## src/rtl/mmio_console_ctrl.sv

```systemverilog
// MMIO console/cycle/halt unit: 16-byte register window, console byte FIFO with
// valid/ready drain, free-running cycle counter, drained halt. Option: MMIO_EXIT_CODE_EN.
module mmio_console_ctrl #(
  parameter logic [31:0] BASE_ADDR  = 32'h0002_FFF0,
  parameter int          FIFO_DEPTH = 16,
  parameter int          ADDR_WIDTH = 32,
  parameter int          DATA_WIDTH = 32,
  parameter int          TAG_WIDTH  = 8
) (
  input  logic                  clk,
  input  logic                  reset,
  input  logic                  req_valid,
  output logic                  req_ready,
  input  logic [ADDR_WIDTH-1:0] req_addr,
  input  logic [3:0]            req_do_read,
  input  logic [3:0]            req_do_write,
  input  logic [DATA_WIDTH-1:0] req_data,
  input  logic [TAG_WIDTH-1:0]  req_tag,
  output logic                  rsp_valid,
  output logic [DATA_WIDTH-1:0] rsp_data,
  output logic [TAG_WIDTH-1:0]  rsp_tag,
  output logic                  tx_valid,
  input  logic                  tx_ready,
  output logic [7:0]            tx_data,
  output logic                  halt,
  output logic [7:0]            exit_code
);

  localparam int PTR_W = $clog2(FIFO_DEPTH);
  localparam int CNT_W = PTR_W + 1;
  localparam logic [ADDR_WIDTH-1:0] BASE    = ADDR_WIDTH'(BASE_ADDR);
  localparam logic [CNT_W-1:0]      DEPTH_C = CNT_W'(FIFO_DEPTH);

  localparam logic [1:0] ST_RUN    = 2'd0;
  localparam logic [1:0] ST_DRAIN  = 2'd1;
  localparam logic [1:0] ST_HALTED = 2'd2;

  logic [1:0]            state, state_nxt;
  logic [3:0]            offset;
  logic                  hit, is_write, is_read, console_wr, accept, halt_wr;
  logic                  push, pop, full, empty;
  logic [PTR_W-1:0]      wr_ptr, rd_ptr;
  logic [CNT_W-1:0]      count;
  logic [7:0]            mem [FIFO_DEPTH];
  logic [31:0]           cycle_cnt;
  logic [31:0]           status;
  logic [DATA_WIDTH-1:0] rd_val;

  // Only the low byte of write data is ever consumed.
  logic unused_data_bits;
  assign unused_data_bits = ^req_data[DATA_WIDTH-1:8];

  assign offset     = req_addr[3:0];
  assign hit        = req_valid && (req_addr[ADDR_WIDTH-1:4] == BASE[ADDR_WIDTH-1:4]);
  assign is_write   = |req_do_write;
  assign is_read    = (|req_do_read) && !is_write;
  assign full       = (count == DEPTH_C);
  assign empty      = (count == '0);
  assign console_wr = hit && (offset == 4'h8) && req_do_write[0];

  // Backpressure uses the registered full flag, so a same-cycle pop cannot lift it.
  assign req_ready  = reset && !(console_wr && full);
  assign accept     = hit && req_ready;
  assign halt_wr    = accept && (offset == 4'hC) && is_write;
  assign push       = accept && console_wr && (state == ST_RUN);
  assign pop        = !empty && tx_ready;

  assign tx_valid   = !empty;
  assign tx_data    = empty ? 8'h00 : mem[rd_ptr];
  assign halt       = (state == ST_HALTED);

`ifdef MMIO_EXIT_CODE_EN
  logic [7:0] exit_q;

  always_ff @(posedge clk or negedge reset) begin
    if (!reset)                           exit_q <= 8'h00;
    else if (halt_wr && state == ST_RUN)  exit_q <= req_data[7:0];
  end

  assign exit_code = exit_q;
`else
  assign exit_code = 8'h00;
`endif

  // NOTE: every signal assigned in always_comb gets a default first, so no latch is inferred.
  always_comb begin
    status            = '0;
    status[CNT_W-1:0] = count;
    status[16]        = full;
    status[17]        = empty;
    status[18]        = (state == ST_DRAIN);
    status[31:24]     = exit_code;
  end

  always_comb begin
    rd_val = '0;
    case (offset)
      4'h0:    rd_val = cycle_cnt;
      4'h4:    rd_val = status;
      default: rd_val = '0;
    endcase
  end

  // Emptiness is checked on the registered count, so a HALT accepted on an
  // empty FIFO still spends one cycle in DRAIN.
  always_comb begin
    state_nxt = state;
    case (state)
      ST_RUN:   if (halt_wr) state_nxt = ST_DRAIN;
      ST_DRAIN: if (empty)   state_nxt = ST_HALTED;
      default:  state_nxt = ST_HALTED;
    endcase
  end

  // NOTE: sequential state uses non-blocking assignments so every register samples pre-edge values.
  always_ff @(posedge clk or negedge reset) begin
    if (!reset) begin
      state     <= ST_RUN;
      cycle_cnt <= '0;
      rsp_valid <= 1'b0;
      rsp_data  <= '0;
      rsp_tag   <= '0;
      wr_ptr    <= '0;
      rd_ptr    <= '0;
      count     <= '0;
    end else begin
      state     <= state_nxt;
      rsp_valid <= accept;
      if (state != ST_HALTED) cycle_cnt <= cycle_cnt + 32'd1;
      if (accept) begin
        rsp_tag  <= req_tag;
        rsp_data <= is_read ? rd_val : '0;
      end
      if (push) wr_ptr <= wr_ptr + 1'b1;
      if (pop)  rd_ptr <= rd_ptr + 1'b1;
      case ({push, pop})
        2'b10:   count <= count + 1'b1;
        2'b01:   count <= count - 1'b1;
        default: count <= count;
      endcase
    end
  end

  // NOTE: FIFO storage is not reset; the count/pointers define validity and tx_data is masked when empty.
  always_ff @(posedge clk) begin
    if (push) mem[wr_ptr] <= req_data[7:0];
  end

endmodule

```

## config.mk

```make
export PLATFORM = sky130hd
export DESIGN_NAME = mmio_console_ctrl
export DESIGN_NICKNAME = d
export VERILOG_FILES = /design/src/rtl/mmio_console_ctrl.sv
export SDC_FILE = /design/constraint.sdc
export NUM_CORES = 1
export LEC_CHECK = 0
export CORE_MARGIN = 1.5
export CORE_UTILIZATION = 34
export CTS_CLUSTER_SIZE = 25
export DETAILED_ROUTE_END_ITERATION = 16
export PLACE_DENSITY_LB_ADDON = 0.05
export SLEW_MARGIN = 20
export SYNTH_ARGS = -nofsm -noshare
export SYNTH_HDL_FRONTEND = slang
export SYNTH_SLANG_ARGS = --single-unit
```

## constraint.sdc

```tcl
create_clock -name clk -period 4.61 [get_ports clk]
set_clock_uncertainty 0.05 [all_clocks]
set_input_delay 0.922 -clock clk [delete_from_list [all_inputs] [get_ports clk]]
set_output_delay 0.922 -clock clk [all_outputs]
set_load 0.05 [all_outputs]
```

-- After elaboration in Yosys (flattened, before gate mapping)
Memories as Yosys holds them, arrays and structs flattened.
Index checks and enable logic that the tools add are counted.
- add/sub/neg operators: 5
- muxes and demuxes: 9
- reductions and logical operators: 22
- equal/unequal tests: 12
- operators by type and width (operator ; count):
    32-bit one-hot mux with 2 select lines ; 1
    32-bit by 1-bit adder with 32-bit output, second input constant ; 1
    32-bit two-way mux ; 1
    28-bit by 14-bit equality test with 1-bit output, second input constant ; 1
    1-bit logical AND ; 12
    5-bit one-hot mux with 2 select lines ; 1
    4-bit by 1-bit adder with 4-bit output, second input constant ; 2
    4-bit equality test, second input constant ; 2
    8-bit two-way mux ; 1
    4-bit OR reduction ; 2
    2-bit inequality test, second input constant ; 3
    5-bit by 1-bit adder with 5-bit output, second input constant ; 1
    5-bit equality test, second input constant ; 1
    5-bit zero test ; 1
    5-bit by 1-bit subtractor with 5-bit output, second input constant ; 1
    2-bit by 1-bit equality test with 1-bit output, second input constant ; 2
    2-bit equality test, second input constant ; 2
    4-bit by 3-bit equality test with 1-bit output, second input constant ; 1
    4-bit zero test ; 1
    2-bit two-way mux ; 2
    2-bit one-hot mux with 2 select lines ; 1
    1-bit zero test ; 3
    2-bit zero test ; 1
    1-bit two-way mux ; 2
    other kinds (2) ; 2
- register bits: 88
- memories: 1
- input port bits: 84
- memory bits (writable): 128
- word-level logic and storage cells: 57
- memories (memory ; words ; bits a word ; read ports ; clocked after Yosys merged registers in ; write ports ; RTL line ; source):
    mem ; 16 ; 8 ; 1 ; 0 ; 1 ; 44 ; logic [7:0] mem [FIFO_DEPTH];

-- Longest topological paths before layout
- word-level depth: 12
- depth in mapped cells: 12

-- Least setup slack after synthesis
OpenSTA, ideal clock, no wires.
- kind: in2reg
- start: input port req_addr[19]
- end: register count[4]
- path slack: 1.374 ns
- arrival: 3.064 ns
- setup time: 0.123 ns
- stages on the path: 11
- path through: nor4_1 > nand3_1 > and4b_1 > nand3_1 > ha_1 > fa_1 > a21o_1 > a21oi_1 > xor2_1 > nor2_1 > xnor2_1
- word-level cells in the longest chain between the ends: 12
- RTL lines (element ; RTL line ; source):
    start: declaration ; 14 ; input logic [ADDR_WIDTH-1:0] req_addr,
    28-bit by 14-bit equality test with 1-bit output * ; 54 ; assign hit = req_valid && (req_addr[ADDR_WIDTH-1:4] == BASE[ADDR_WIDTH-1:4]);
    1-bit logical AND * ; 54 ;
    1-bit logical AND (2 in a row) ; 59 ; assign console_wr = hit && (offset == 4'h8) && req_do_write[0];
    1-bit logical AND ; 62 ; assign req_ready = reset && !(console_wr && full);
    1-bit zero test ; 62 ;
    1-bit logical AND ; 62 ;
    1-bit logical AND ; 63 ; assign accept = hit && req_ready;
    1-bit logical AND * (2 in a row) ; 65 ; assign push = accept && console_wr && (state == ST_RUN);
    2-bit by 1-bit equality test with 1-bit output / 2-bit equality test (equally long branches) ; 136 ; case ({push, pop})
    5-bit one-hot mux with 2 select lines / 2-bit nonzero test (equally long branches) ; -- ;
    end signal: assignment ; 137 ; 2'b10: count <= count + 1'b1;
    end signal: assignment ; 138 ; 2'b01: count <= count - 1'b1;
    end signal: assignment ; 139 ; default: count <= count;
    end: declaration ; 43 ; logic [CNT_W-1:0] count;
Mark *: on every way between the ends. The rest lies on a longest branch, timed or not.
A chain may end at the register's enable or synchronous reset.

-- Final worst setup path
- start: register rd_ptr[0]
- end: output port tx_data[5]
- word-level cells in the longest chain between the ends: 2
- RTL lines (element ; RTL line ; source):
    start: declaration ; 42 ; logic [PTR_W-1:0] wr_ptr, rd_ptr;
    start signal: assignment ; 135 ; if (pop) rd_ptr <= rd_ptr + 1'b1;
    memory read 16 x 8 bit ; -- ;
    8-bit two-way mux ; 69 ; assign tx_data = empty ? 8'h00 : mem[rd_ptr];
    end: declaration ; 24 ; output logic [7:0] tx_data,
Every way passes these cells.

==> impl_metrics.env <==
export IMPL_drtAntennaViolNets=0
export IMPL_setup_viol=0
export IMPL_synth_top_area_frac=0.421
export IMPL_drtIter0Drc=350
export IMPL_ys_ff_latch=216
export IMPL_crit_required_ns=3.64
export IMPL_tightest_slew_ns=0.804
export IMPL_maxCapViolCount=0
export IMPL_first_pass_iters=12
export IMPL_critical_path_startpoint_type="flip-flop"
export IMPL_hold_class="input pin to asynchronous set/reset pin"
export IMPL_cts_resized=0
export IMPL_place_gp_congestion=0.736
export IMPL_fp_dieH_um=167
export IMPL_critPathKind="flip-flop to output port"
export IMPL_synthTopCellsByCount="128 x edfxtp_1, 88 x dfrtp_1, 72 x nand2_1"
export IMPL_slew_headroom=0.464
export IMPL_r2r_start="count[2]"
export IMPL_totalWireLength_mm=21.0
export IMPL_slew_viol_final=0
export IMPL_grt_overflow=0
export IMPL_htree_num_levels=1
export IMPL_ys_top_cells_by_area="edfxtp_1 42%, dfrtp_1 24%, mux4_2 7.9%, nand2_1 3.0%, mux2i_1 2.5%"
export IMPL_grt_use_total=0.154
export IMPL_post_cts_buffers=0
export IMPL_drc_errors=3
export IMPL_p_leak_nw=4.36
export IMPL_status="complete, but fails checks"
export IMPL_clock_sinks=216
export IMPL_hold_viol=0
export IMPL_cts_tree="yes"
export IMPL_worstSetupStartpoint="rd_ptr[0]"
export IMPL_violations="design-rule violations"
export IMPL_cts_root_buf="clkbuf_16"
export IMPL_die_area_um2=27800
export IMPL_ys_async_sr_fraction=0.407
export IMPL_p_per_area_nw_per_um2=493
export IMPL_drive_above_1_share=0.151
export IMPL_grt_max_degree=60
export IMPL_crit_fanout=22
export IMPL_crit_arrival_ns=3.19
export IMPL_critPathCaptureType="output port"
export IMPL_viasPerCell=4.93
export IMPL_core_area_um2=26200
export IMPL_ys_dominant_reg_cell="edfxtp_1"
export IMPL_synth_seq_area_share=0.663
export IMPL_yosysTopAreaCell="edfxtp_1"
export IMPL_synth_cell_types=51
export IMPL_clk_path_buf_depth=3
export IMPL_fin_crit_sh=0.902
export IMPL_area_delta_synth_final_pct=26.0
export IMPL_synth_most_common_cell="edfxtp_1"
export IMPL_io_buffers=111
export IMPL_final_setup_tns_ns=0
export IMPL_finalInstanceArea_um2=11500
export IMPL_max_freq_mhz=241
export IMPL_peakVddDrop_uv=193
export IMPL_dp_hpwl_mm=14.2
export IMPL_ys_warnings_count=0
export IMPL_clk_pin_slew_ns=0.06
export IMPL_period_minus_slack_ns=4.16
export IMPL_pin_count=144
export IMPL_dpl_cell_area_um2=10700
export IMPL_rows=59
export IMPL_met2_usage=0.267
export IMPL_cts_hold_buf=0
export IMPL_final_nets=851
export IMPL_grt_pass1_wl_mm=33.1
export IMPL_n_antenna_cell=0
export IMPL_nFillCells=2404
export IMPL_antenna_found_initial=0
export IMPL_via_count=5465
export IMPL_clkLatencyLatePin_ns=0.51
export IMPL_rsz0062_at_grt="no"
export IMPL_busiest_layer="met2"
export IMPL_synthesis_area_um2=9130
export IMPL_syn_inst=617
export IMPL_cts_inserted_buffers=25
export IMPL_use_met3=0.0297
export IMPL_dieWidth_um=167
export IMPL_avgSynthCellArea_um2=14.8
export IMPL_grt_pass1_vias=5710
export IMPL_grt_use_met1=0.198
export IMPL_wl_per_cell_um=19.0
export IMPL_start_util=0.348
export IMPL_synth_edf_count=128
## placed cells by master (no fill, tap or decap), drive strengths merged, types with 10 or more instances in the layout
cell type,instances
edfxtp,128
clkdlybuf4s50,110
dfrtp,88
nand2,72
clkbuf,41
mux4,32
buf,30
o21ai,28
xnor2,26
nor3,25
mux2i,23
nor2,18
nand3,16
xor2,16
nand4,14
a21o,11
ha,10
inv,10
nor4,10
mux2,10
## stage by stage
stage               worst slack (ns)  hold WS (ns)  total power (W)   util  cells
floorplan                       1.37         0.391          0.00337      -    624
global placement               0.386         0.411          0.00384  0.409   1064
detailed placement             0.425         0.407          0.00386  0.409   1064
CTS                            0.360         0.417          0.00576  0.439   1108
global route                   0.221         0.433          0.00595  0.439   1108
finish                         0.452         0.420          0.00566  0.439   1108
## where the power goes
group | internal (W) | switching [W]
sequential | 0.00213 | 0.000166
combinational | 0.000689 | 0.000807
clock | 0.00113 | 0.000735
total | 0.00396 | 0.00171
## state kept, by name, indices dropped and copies added, names as in the netlist
name	cells
rsp_tag	8
rsp_valid	1
rd_ptr	4
wr_ptr	4
count	5
state	2
cycle_cnt	32
mem	128
rsp_data	32
## logic make-up (layout without fill, tap and decap cells)
group	count (synthesis)	in the layout	synth area share
fa+ha+maj	11	11	0.0159
xor+xnor	42	42	0.0403
simple gates	184	184	0.103
compound gates	53	53	0.0339
other cells	1	8	0.000411
mux	65	65	0.117
flops	216	216	0.663
buf+inv	45	194	0.0266
## worst max-delay path: stages (launching register included)
cell and delay (ns):
dfrtp_2 0.88, buf_12 0.24, mux4_2 0.50, mux2i_1 0.19, o22ai_1 0.11, clkdlybuf4s50_1 0.72
## layer usage
layer,wire length (um),share of wire,up-vias
met5,0,0,-
met1,9080,0.43,2739
met2,10500,0.50,137
met3,1090,0.052,28
li1,-,-,2561
met4,367,0.017,0
## cell type report
| cell class | instances | area (um^2) | area share |
|---|---|---|---|
| tap | 335 | 419 | 0.0365 |
| clock buffer | 41 | 736 | 0.0640 |
| timing repair buffer | 140 | 1340 | 0.116 |
| clock inverter | 3 | 40.0 | 0.00348 |
| inverter | 10 | 37.5 | 0.00326 |
| sequential | 216 | 6050 | 0.526 |
| multi-input combinational | 363 | 2880 | 0.250 |
## path summary, 6_finish.rpt
kind                                  to  slack, ns  cells after the start
min reg2reg                cycle_cnt[31]       0.43                      1
min in group clk           cycle_cnt[31]       0.43                      1
max in group asynchronous     rsp_tag[6]       2.94                      3
max reg2reg                     count[4]       1.55                     11
max                           tx_data[5]       0.45                      5
min                          rsp_data[4]       0.42                      2
Note: power is estimated with default switching activity, not from simulation.
